`config.mk`:
```
export PLATFORM = sky130hd
export DESIGN_NAME = traffic_light_ctrl_flat
export DESIGN_NICKNAME = d
export VERILOG_FILES = /design/src/rtl/traffic_light_ctrl_if.sv /design/src/rtl/traffic_light_ctrl.sv /design/src/flat_wrapper.sv
export SDC_FILE = /design/constraint.sdc
export NUM_CORES = 1
export LEC_CHECK = 0
export BUFFER_PORTS_ARGS = -buffer_cell sky130_fd_sc_hd__clkbuf_2
export CAP_MARGIN = 20
export CORE_ASPECT_RATIO = 1.5
export CORE_MARGIN = 10
export CORE_UTILIZATION = 55
export CTS_CLUSTER_DIAMETER = 80
export DETAILED_ROUTE_END_ITERATION = 16
export PLACE_DENSITY = 0.83
export SYNTH_ARGS = -nofsm -noshare
export SYNTH_HDL_FRONTEND = slang
export SYNTH_SLANG_ARGS = --single-unit
```
`constraint.sdc`:
```
create_clock -name clk -period 4.7 [get_ports clk]
set_input_delay 0.705 -clock clk [delete_from_list [all_inputs] [get_ports clk]]
set_output_delay 0.705 -clock clk [all_outputs]
set_load 0.03 [all_outputs]
```
`src/rtl/traffic_light_ctrl_if.sv`:
```
// Lamp/request bundle between the intersection controller and its environment.
interface traffic_light_ctrl_if;
    logic       ped_req;
    logic       flash;
    logic [2:0] light1;
    logic [2:0] light2;
    logic       walk;
    logic       ped_ack;
    logic [2:0] phase;

    modport master (
        output ped_req, flash,
        input  light1, light2, walk, ped_ack, phase
    );

    modport slave (
        input  ped_req, flash,
        output light1, light2, walk, ped_ack, phase
    );
endinterface

```
`src/rtl/traffic_light_ctrl.sv`:
```
// Two-road intersection controller with pedestrian WALK phase and flashing-yellow maintenance mode.
module traffic_light_ctrl #(
    parameter int unsigned TICK_DIV = 100000000,
    parameter int unsigned GREEN_T  = 5,
    parameter int unsigned YELLOW_T = 2,
    parameter int unsigned ALLRED_T = 1,
    parameter int unsigned WALK_T   = 4
) (
    input  logic                 clk,
    input  logic                 rst,
    traffic_light_ctrl_if.slave  bus
);

    localparam int unsigned TW = (TICK_DIV > 1) ? $clog2(TICK_DIV) : 1;
    localparam int unsigned PW = 16;

    typedef enum logic [2:0] {
        RED_A = 3'd0,
        A_GRN = 3'd1,
        A_YEL = 3'd2,
        RED_B = 3'd3,
        B_GRN = 3'd4,
        B_YEL = 3'd5,
        WALK  = 3'd6,
        FLASH = 3'd7
    } state_t;

    state_t        state, state_nx;
    logic [TW-1:0] tick_cnt, tick_cnt_nx;
    logic [PW-1:0] phase_cnt, phase_cnt_nx;
    logic [PW-1:0] dur;
    logic          tick;
    logic          ped_pending, ped_pending_nx;
    logic          blink, blink_nx;
    logic [2:0]    light1, light1_nx;
    logic [2:0]    light2, light2_nx;
    logic          walk, walk_nx;
    logic          ped_ack, ped_ack_nx;

    // Road A lamp decode {green, yellow, red}
    function automatic logic [2:0] lamp_a(input state_t s, input logic b);
        case (s)
            A_GRN:   return 3'b100;
            A_YEL:   return 3'b010;
            FLASH:   return {1'b0, b, 1'b0};
            default: return 3'b001;
        endcase
    endfunction

    // Road B lamp decode {green, yellow, red}
    function automatic logic [2:0] lamp_b(input state_t s, input logic b);
        case (s)
            B_GRN:   return 3'b100;
            B_YEL:   return 3'b010;
            FLASH:   return {1'b0, b, 1'b0};
            default: return 3'b001;
        endcase
    endfunction

    assign tick = (tick_cnt == TW'(TICK_DIV - 1));

    // State, counters and registered outputs
    always_ff @(posedge clk) begin
        if (rst) begin
            state       <= RED_A;
            tick_cnt    <= '0;
            phase_cnt   <= '0;
            ped_pending <= 1'b0;
            blink       <= 1'b1;
            light1      <= 3'b001;
            light2      <= 3'b001;
            walk        <= 1'b0;
            ped_ack     <= 1'b0;
        end else begin
            state       <= state_nx;
            tick_cnt    <= tick_cnt_nx;
            phase_cnt   <= phase_cnt_nx;
            ped_pending <= ped_pending_nx;
            blink       <= blink_nx;
            light1      <= light1_nx;
            light2      <= light2_nx;
            walk        <= walk_nx;
            ped_ack     <= ped_ack_nx;
        end
    end

    // Next-state, counter updates and output decode from the next state
    always_comb begin
        state_nx       = state;
        tick_cnt_nx    = tick ? '0 : tick_cnt + 1'b1;
        phase_cnt_nx   = phase_cnt;
        blink_nx       = blink;
        ped_pending_nx = ped_pending | bus.ped_req;

        case (state)
            RED_A, RED_B: dur = PW'(ALLRED_T);
            A_GRN, B_GRN: dur = PW'(GREEN_T);
            A_YEL, B_YEL: dur = PW'(YELLOW_T);
            WALK:         dur = PW'(WALK_T);
            default:      dur = PW'(1);
        endcase

        if (state != FLASH && bus.flash) begin
            state_nx     = FLASH;
            tick_cnt_nx  = '0;
            phase_cnt_nx = '0;
            blink_nx     = 1'b1;
        end else if (state == FLASH) begin
            if (!bus.flash) begin
                state_nx     = RED_A;
                tick_cnt_nx  = '0;
                phase_cnt_nx = '0;
            end else if (tick) begin
                blink_nx = ~blink;
            end
        end else if (tick) begin
            if (phase_cnt == dur - PW'(1)) begin
                phase_cnt_nx = '0;
                case (state)
                    RED_A:   state_nx = A_GRN;
                    A_GRN:   state_nx = A_YEL;
                    A_YEL:   state_nx = RED_B;
                    RED_B:   state_nx = B_GRN;
                    B_GRN:   state_nx = B_YEL;
                    B_YEL:   state_nx = ped_pending ? WALK : RED_A;
                    default: state_nx = RED_A;
                endcase
            end else begin
                phase_cnt_nx = phase_cnt + PW'(1);
            end
        end

        // Entering WALK consumes the request; a same-cycle request is dropped
        ped_ack_nx = (state_nx == WALK) && (state != WALK);
        if (ped_ack_nx) begin
            ped_pending_nx = 1'b0;
        end

        light1_nx = lamp_a(state_nx, blink_nx);
        light2_nx = lamp_b(state_nx, blink_nx);
        walk_nx   = (state_nx == WALK);
    end

    assign bus.light1  = light1;
    assign bus.light2  = light2;
    assign bus.walk    = walk;
    assign bus.ped_ack = ped_ack;
    assign bus.phase   = state;

endmodule

```
`src/flat_wrapper.sv`:
```
// flat-port wrapper written by rule: the top's interface ports become plain ports
module traffic_light_ctrl_flat 
#(
    parameter int unsigned TICK_DIV = 100000000,
    parameter int unsigned GREEN_T  = 5,
    parameter int unsigned YELLOW_T = 2,
    parameter int unsigned ALLRED_T = 1,
    parameter int unsigned WALK_T   = 4
)
  (clk, rst, bus_ped_req, bus_flash, bus_light1, bus_light2, bus_walk, bus_ped_ack, bus_phase);
  traffic_light_ctrl_if bus_i ();
  input  logic clk;
  input  logic rst;
  input wire logic [$bits(bus_i.ped_req)-1:0] bus_ped_req;
  input wire logic [$bits(bus_i.flash)-1:0] bus_flash;
  output wire logic [$bits(bus_i.light1)-1:0] bus_light1;
  output wire logic [$bits(bus_i.light2)-1:0] bus_light2;
  output wire logic [$bits(bus_i.walk)-1:0] bus_walk;
  output wire logic [$bits(bus_i.ped_ack)-1:0] bus_ped_ack;
  output wire logic [$bits(bus_i.phase)-1:0] bus_phase;
  assign bus_i.ped_req = bus_ped_req;
  assign bus_i.flash = bus_flash;
  assign bus_light1 = bus_i.light1;
  assign bus_light2 = bus_i.light2;
  assign bus_walk = bus_i.walk;
  assign bus_ped_ack = bus_i.ped_ack;
  assign bus_phase = bus_i.phase;
  traffic_light_ctrl #(.TICK_DIV(TICK_DIV), .GREEN_T(GREEN_T), .YELLOW_T(YELLOW_T), .ALLRED_T(ALLRED_T), .WALK_T(WALK_T)) u_core (.clk(clk), .rst(rst), .bus(bus_i));
endmodule
```
# == After elaboration in Yosys (flattened, before gate mapping) ==
# Index checks and enable logic that the tools add are counted.
# word_totals
register_bits,56
elab_cells,62
out_inout_bits,11
input_bits,4
# classes
bitwise,2
n_addsub,3
muxes,21
reduce_logical,9
n_eq_ne,18
# op_table
op,n
$mux 27,3
$mux 16,4
$add 27x1->27 const B,1
$eq 27x27->1 const B,1
$pmux 3 s3,3
$eq 3x3->1 const B,8
$mux 3,6
$pmux 3 s6,1
$add 16x1->16 const B,1
$eq 16x16->1,1
$eq 3x2->1 const B,3
$reduce_or 2->1,4
$eq 3x1->1 const B,2
$ne 3x3->1 const B,2
$mux 1,4
$sub 3x1->4 const B,1
$logic_not 3->1,1
$logic_and 1x1->1,2
$ne 2x2->1 const B,1
$reduce_and 2->1,1
$reduce_bool 2->1,1
$not 1->1,1
$or 1x1->1,1

# == Logic depth before layout (Yosys ltp) ==
# Gate-level depths: netlist (run 1).
# depth
ltp_word,12
depth_mapped,12
depth_no_buf,10

# == Least setup slack after synthesis (run 1) ==
# No wires, ideal clock.
# synth_path
path_kind,register to register
start,reg u_core.state[0] (netlist: u_core.bus.phase[0])
end,reg u_core.phase_cnt[3]
period_less_slack_ns,2.807
t_required_ns,4.628
setup_time_ns,0.072
stages_incl_launch_ff,13
path_buffers,2
setup_slack_ns,1.893
arrival_time_ns,2.735
cell_sequence,dfxtp_1 > clkbuf_1 > nand2b_1 > nor2_1 > a21oi_1 > ha_1 > xor2_1 > o311ai_2 > o2111a_1 > nor4_4 > buf_6 > nand4_1 > mux2i_1
# synth_between
elab_chain_cells,8
word_cells_on_any_way,20
classes_between,1 x add/sub; 9 x eq/ne; 4 x mux; 6 x reduce/logical
# synth_lines
element,line,rtl
from (decl),traffic_light_ctrl.sv:28,"state_t state, state_nx;"
from (signal assigned),traffic_light_ctrl.sv:75,state <= state_nx;
$eq 3x2->1 (tied with other cells),traffic_light_ctrl.sv:95,case (state)
$reduce_or 2->1,traffic_light_ctrl.sv:95,
$pmux 3 s3,traffic_light_ctrl.sv:95,
$sub 3x1->4,traffic_light_ctrl.sv:117,if (phase_cnt == dur - PW'(1)) begin
$eq 16x16->1,traffic_light_ctrl.sv:117,
$mux 16,traffic_light_ctrl.sv:117,
$mux 16,traffic_light_ctrl.sv:116,end else if (tick) begin
$mux 16,traffic_light_ctrl.sv:108,end else if (state == FLASH) begin
to (signal assigned),traffic_light_ctrl.sv:77,phase_cnt <= phase_cnt_nx;
to (decl),traffic_light_ctrl.sv:30,"logic [PW-1:0] phase_cnt, phase_cnt_nx;"
# Parallel ways exist; a longest one is shown, timed or not. The select of a mux whose other input is x is not followed.
# A chain may end at the register's enable or synchronous reset.

# == Worst setup path after layout (run 1) ==
# layout_path
start,reg u_core.state[2] (netlist: u_core.bus.phase[2])
end,reg u_core.phase_cnt[6]
# The elaborated chain is that of the path after synthesis.

==> impl_metrics.ini, run 1 <==
[cts]
cts_tree = yes
clockBufferDepth = 2
root_buffer = clkbuf_8
clock-sinks = 56
cts_buffers = 5
clk_pin_slew_ns = 0.11
postCtsHoldBufs = 0
cts_resized = 0
post_cts_buffers = 0
h-tree-depth = 2
clk_latency_ns = 0.32

[layout]
finalCoreUtilization_pct = 60.8
num_antenna_cells = 0
n_fill_cell = 440
layout-drive-gt1-share_pct = 9.67
final_nets = 368
stdcell_area_um2 = 3090
final_cells = 430
area.growth.synth_to_final_pct = 8.57

[logic_synthesis]
synth_top_family_by_area = simple AND/OR/NAND/NOR gates
syn_area_per_cell_um2 = 8.18
yosys_warnings = 0
synth_edf_count = 0
synth.distinct_cells = 55
synth_cells = 348
ys_seq_elements = 56
synth_top_flop_cell = dfxtp_1
synth-compound-area-share_pct = 13.5
syn_nets = 355
synth_area_um2 = 2850
synthMuxAreaShare_pct = 1.49
synthAdderAreaFrac_pct = 1.32
seq_area_frac_synth_pct = 39.4
async_reset_ff_share_pct = 0
yosys.area_share.xor_xnor_pct = 9.84
synth_simple_gate_area_share_pct = 29.5

[critical_path]
rr_endpoint = u_core.phase_cnt[6]
worstPathMaxFanout = 15
path_class = reg2reg
start_kind = flip-flop
timing.critical_path.mode_cell = nand2_1
required_ns = 4.95
arrival_ns = 3.34
end_kind = flip-flop
crit_chain = nor2b_1, nand2_1, nand2_1, ha_1, xor2_1, o311ai_2, o2111a_1, nor4_4, a21oi_1, o21ai_0
critPathBufInv = 0
crit_slowest_cell = nor4_4
rr_worst_depth = 10
path_delay_family = simple AND/OR/NAND/NOR gates
cpPeakStageDelay_ns = 0.66
reg2reg_slack_ns = 1.61
reg2reg_from = u_core.bus.phase[2]

[global_routing]
grt_max_degree = 26
antenna_found_initial = 0
grt_pass1_wl_um = 10200
grt_overflow = 0
grt.total_usage_pct = 14.2
grt_pass1_vias = 2368

[floorplan]
core_um2 = 5080
io_pins = 15
chipHeight_um = 108
start_util_pct = 56.0
rows = 32
die_area_um2 = 8510
die_x_um = 78.8

[placed_design]
portBuffers = 14
gp_congestion = 0.898
pre_cts_ws_ns = 1.69
dp_hpwl_um = 4280
dpl_cell_area_um2 = 2950
place_inst = 422

[worst_hold_path]
min_to = u_core.phase_cnt[15]
min_path_type = reg2reg
whs_path_depth = 2
hp-start = u_core.phase_cnt[15]

[timing]
setup_ws_ns = 1.61
fmax_ghz = 0.323
skew_ns = 0.0167
setup_viol = 0
fin_crit_sh_pct = 65.8
worst_pin_slew_ns = 0.905
rsz0062_at_grt = false
hold_viol = 0
fin_tns_setup_ns = 0
period_minus_slack_ns = 3.09
relSlewSlack_pct = 39.5
drv_slew = 0

[power]
p_per_area_nw_per_um2 = 310
irDropWorstVdd_mv = 0.205
p_leak_nw = 1.02

[routing]
routed_via_density = 5.83
drc = 0
drt_iter0_drc = 260
final_antenna_net_count = 0
routedWlPerCell_um = 13.7
routed-via-count = 2508
drt_wl_total_um = 5900
drt_pass1_iterations = 6

[run]
maxCapViolCount = 0

[outcome]
outcome = completed
==> state kept, by name, indices dropped and copies added (netlist names), 3 cells and up <==
register and count:
u_core.bus.light1 3, u_core.tick_cnt 27, u_core.bus.phase 3, u_core.bus.light2 3
u_core.phase_cnt 16
==> worst max-delay path by stage <==
stage | end | cells past startpoint | start | slack [ns]
2_1_floorplan | u_core.phase_cnt[3] | 12 | u_core.bus.phase[0] | 1.89
3_3_place_gp | u_core.phase_cnt[2] | 10 | u_core.bus.phase[2] | 1.84
3_5_place_dp | u_core.phase_cnt[6] | 10 | u_core.bus.phase[2] | 1.69
4_1_cts | u_core.phase_cnt[6] | 10 | u_core.bus.phase[2] | 1.65
5_1_grt | u_core.phase_cnt[6] | 10 | u_core.bus.phase[2] | 1.23
6_report | u_core.phase_cnt[6] | 10 | u_core.bus.phase[2] | 1.61
==> worst reg2reg max path: stages (launching register included) <==
cell      delay (ns)
dfxtp_1         0.60
nor2b_1         0.33
nand2_1         0.11
nand2_1         0.10
ha_1            0.17
xor2_1          0.30
o311ai_2        0.20
o2111a_1        0.23
nor4_4          0.67
a21oi_1         0.14
o21ai_0         0.18
==> cell families (layout without fill, tap and decap cells) <==
logic type | after synthesis | in the layout
xor gates and xnor gates | 32 | 32
buffers and inverters | 32 | 46
adders and majority gates | 3 | 3
AOI/OAI and AO/OA | 60 | 60
and+or+nand+nor | 162 | 162
DFF | 56 | 56
muxes | 3 | 3
==> synthesized netlist by cell type, drive strengths merged (2+ instances only) <==
cell type / count / area share (%)
o311ai: 2 / 0.88
xor2: 15 / 4.6
a21oi: 21 / 3.7
o21a: 2 / 0.53
xnor2: 17 / 5.2
nand2: 25 / 3.3
o21ai: 17 / 3.0
nor2: 51 / 6.7
nor4: 10 / 2.9
nor3: 13 / 2.8
a311oi: 2 / 0.62
o221ai: 2 / 0.62
nor2b: 2 / 0.44
a31oi: 2 / 0.44
clkbuf: 3 / 0.40
inv: 22 / 2.9
dfxtp: 56 / 39
nand3: 28 / 4.9
and3: 9 / 2.0
buf: 6 / 1.6
and4: 2 / 0.70
o2111a: 3 / 1.2
nand4: 10 / 2.4
nand2b: 2 / 0.44
nand3b: 2 / 0.53
ha: 3 / 1.3
and2: 2 / 0.44
mux2i: 2 / 0.70
==> metrics by stage <==
| step | total power [mW] | hold slack (ns) |
|---|---|---|
| 2_1_floorplan | 0.571 | 0.441 |
| 5_1_grt | 0.987 | 0.526 |
| 3_5_place_dp | 0.591 | 0.479 |
| 4_1_cts | 0.966 | 0.495 |
| 6_report | 0.959 | 0.491 |
| 3_3_place_gp | 0.589 | 0.465 |
==> placed cells by master, fill, tap and decap left out, types with 3 or more instances in the layout <==
master	n
a21oi_1	21
and3_1	9
clkbuf_2	14
clkbuf_8	5
dfxtp_1	56
ha_1	3
inv_1	21
nand2_1	25
nand3_1	28
nand4_1	9
nor2_1	51
nor3_1	10
nor3_2	3
nor4_1	8
o2111a_1	3
o21ai_0	11
o21ai_1	6
xnor2_1	17
xor2_1	15
==> layout make-up <==
| type | count | area (um2) | area share (%) |
|---|---|---|---|
| well taps | 68 | 85.1 | 2.75 |
| flip-flops and latches | 56 | 1120 | 36.3 |
| repair buffers | 15 | 77.6 | 2.51 |
| clock inverters | 3 | 68.8 | 2.23 |
| multi-input cells | 260 | 1580 | 51.2 |
| inverters | 23 | 86.3 | 2.79 |
| clock buffers | 5 | 68.8 | 2.23 |
==> power breakdown <==
part	internal [mW]	switching (mW)	total, mW
clock	0.214	0.163	0.377
sequential	0.482	0.0101	0.492
combinational	0.0286	0.0615	0.0901
==> per-layer routing <==
| metal | wire length [um] | global-route usage (%) | share of wire, % |
|---|---|---|---|
| met1 | 2350 | 14.6 | 40 |
| met2 | 3100 | 26.2 | 53 |
| met3 | 235 | 3.16 | 4.0 |
| met4 | 208 | 7.46 | 3.5 |
| met5 | 0 | 0 | 0 |
Power figures use the tool's default switching activity.
==> inputs of run 2 (changes only) <==
==> constraint.sdc (replaced) <==
create_clock -name clk -period 3.08 [get_ports clk]
set_input_delay 0.462 -clock clk [delete_from_list [all_inputs] [get_ports clk]]
set_output_delay 0.462 -clock clk [all_outputs]
set_load 0.03 [all_outputs]
==> run 2 against run 1 <==
Global-route usage grew 0.26 points. Critical path depth did not move. Design area up 0.16%. Flip-flop and latch count stayed put. Utilization rose by 0.098 points. Power rose by 38%. Die area unchanged. Wire length up 3.0%. First-iteration DRC count decreased by 17%. Clock power grew 15%. Maximum frequency is 19% higher.
==> impl_metrics.ini, run 2 (synthesized netlist as in run 1, its figures left out) <==
[outcome]
outcome = completed

[global_routing]
grt.total_usage_pct = 14.5
grt_overflow = 0
grt_pass1_wl_um = 10500
grt_max_degree = 26
grt_pass1_vias = 2523
antenna_found_initial = 0

[layout]
n_fill_cell = 456
final_nets = 374
layout-drive-gt1-share_pct = 11.4
top_register = u_core.tick_cnt
regArea_um2 = 1120
multi_input_area_um2 = 1580
stdcell_area_um2 = 3100
most-common-layout-cells = 55 x dfxtp_1, 51 x nor2_1, 28 x nand3_1
top_regs = u_core.tick_cnt: 27 flops, u_core.phase_cnt: 16 flops
num_antenna_cells = 0
largest_reg_flops = 27
layout_commonest_cell = dfxtp_1
area.growth.synth_to_final_pct = 8.74

[power]
p_int_uw = 951
p_per_area_nw_per_um2 = 428
irDropWorstVdd_mv = 0.303
p_clk_share_pct = 32.6
power_switching_uw = 375
p_sw_share_pct = 28.3
seqPwrFrac_pct = 56.1
p_leak_nw = 1.03
pwr-share-comb_pct = 11.3

[critical_path]
reg2reg_slack_ns = 0.47
required_ns = 3.30
arrival_ns = 2.82
rr_worst_depth = 10
start_kind = flip-flop
rr_endpoint = u_core.bus.light2[0]
reg2reg_from = u_core.bus.phase[1]
worstPathMaxFanout = 14
end_kind = flip-flop
path_class = reg2reg

[worst_hold_path]
hp-start = bus_ped_req
min_path_type = in2reg
min_to = u_core.ped_pending
whs_path_depth = 3

[run]
maxCapViolCount = 0

[timing]
skew_ns = 0.0167
hold_viol = 0
fmax_ghz = 0.383
fin_tns_setup_ns = 0
worst_pin_slew_ns = 0.625
fin_crit_sh_pct = 84.7
setup_viol = 0
period_minus_slack_ns = 2.61
rsz0062_at_grt = false
drv_slew = 0
relSlewSlack_pct = 58.0

[floorplan]
start_util_pct = 56.0
die_area_um2 = 8510
chipHeight_um = 108
io_pins = 15
die_x_um = 78.8
core_um2 = 5080
rows = 32

[placed_design]
dpl_cell_area_um2 = 3000
portBuffers = 14
gp_congestion = 0.894
dp_hpwl_um = 4360

[routing]
final_antenna_net_count = 0
drt_wl_total_um = 6070
routedWlPerCell_um = 13.9
routed-via-count = 2526
drc = 0
drt_iter0_drc = 215
routed_via_density = 5.79
drt_pass1_iterations = 4

[cts]
clk_latency_ns = 0.32
root_buffer = clkbuf_8
postCtsHoldBufs = 0
h-tree-depth = 2
clockBufferDepth = 2
cts_tree = yes
clock-sinks = 56
clk_pin_slew_ns = 0.12
cts_buffers = 5
## run 2: cell types whose count changed in the layout (fill, tap and decap cells not counted)
cell        before  now
inv_6            1    0
inv_8            0    1
clkinv_4         0    1
dfxtp_1         56   55
buf_4            1    7
clkinvlp_4       0    1
dfxtp_2          0    1
bufinv_16        2    0
## run 2: timing repair
item,in CTS,in global routing
setup buffers,0,0
setup endpoints to repair,0,2
gates resized for setup,0,1
## run 2: per-stage QoR
stage	hold slack (ns)	instances	utilization, %	power (mW)	setup WS [ns]
after CTS	0.377	436	60.9	1.33	0.316
after global routing	0.382	436	60.9	1.37	0.185
after detailed placement	0.477	428	59.0	0.908	0.348
final	0.377	436	60.9	1.33	0.471
after floorplan	0.441	348	-	0.872	0.273
after global placement	0.460	428	59.0	0.904	0.524
## run 2: power by group through the flow
| stage | sequential, mW | clock (mW) | combinational, mW |
|---|---|---|---|
| finish | 0.744 | 0.432 | 0.150 |
| global route | 0.746 | 0.463 | 0.162 |
| CTS | 0.744 | 0.441 | 0.148 |
| detailed placement | 0.761 | 0 | 0.148 |
| global placement | 0.760 | 0 | 0.144 |
| floorplan | 0.776 | 0 | 0.0954 |
## run 2: cell type report
| cell class | count | area share (%) |
|---|---|---|
| sequential | 56 | 36.2 |
| tap | 68 | 2.75 |
| multi-input combinational | 260 | 51.2 |
| inverter | 23 | 2.79 |
| timing repair buffer | 21 | 3.96 |
| clock inverter | 3 | 0.889 |
| clock buffer | 5 | 2.22 |
## run 2: per-layer routing
layer  global-route usage [%]  up-vias  wire, um
met1                     15.3     1198      2570
met4                     6.43        0        88
met2                     27.1       57      3220
met5                        0        -         0
li1                         -     1263         -
met3                     2.57        8       198
## run 2: worst max-delay path by stage
| stage | end | cells after the start | from |
|---|---|---|---|
| 6_report | u_core.bus.light2[0] | 10 | u_core.bus.phase[1] |
| 3_3_place_gp | u_core.bus.light2[0] | 10 | u_core.bus.phase[1] |
| 3_5_place_dp | u_core.bus.light2[0] | 10 | u_core.bus.phase[1] |
| 5_1_grt | u_core.phase_cnt[10] | 11 | u_core.bus.phase[1] |
| 2_1_floorplan | u_core.phase_cnt[3] | 12 | u_core.bus.phase[0] |
| 4_1_cts | u_core.bus.light2[0] | 10 | u_core.bus.phase[1] |
## run 2: critical path: stages, from the launching register on
cell       delay (ns)
dfxtp_2          0.49
nand2b_1         0.16
nor2_1           0.15
a21oi_1          0.07
ha_1             0.20
xor2_1           0.30
o311ai_2         0.21
o2111ai_1        0.29
o221ai_1         0.17
a31o_2           0.30
o21bai_1         0.17
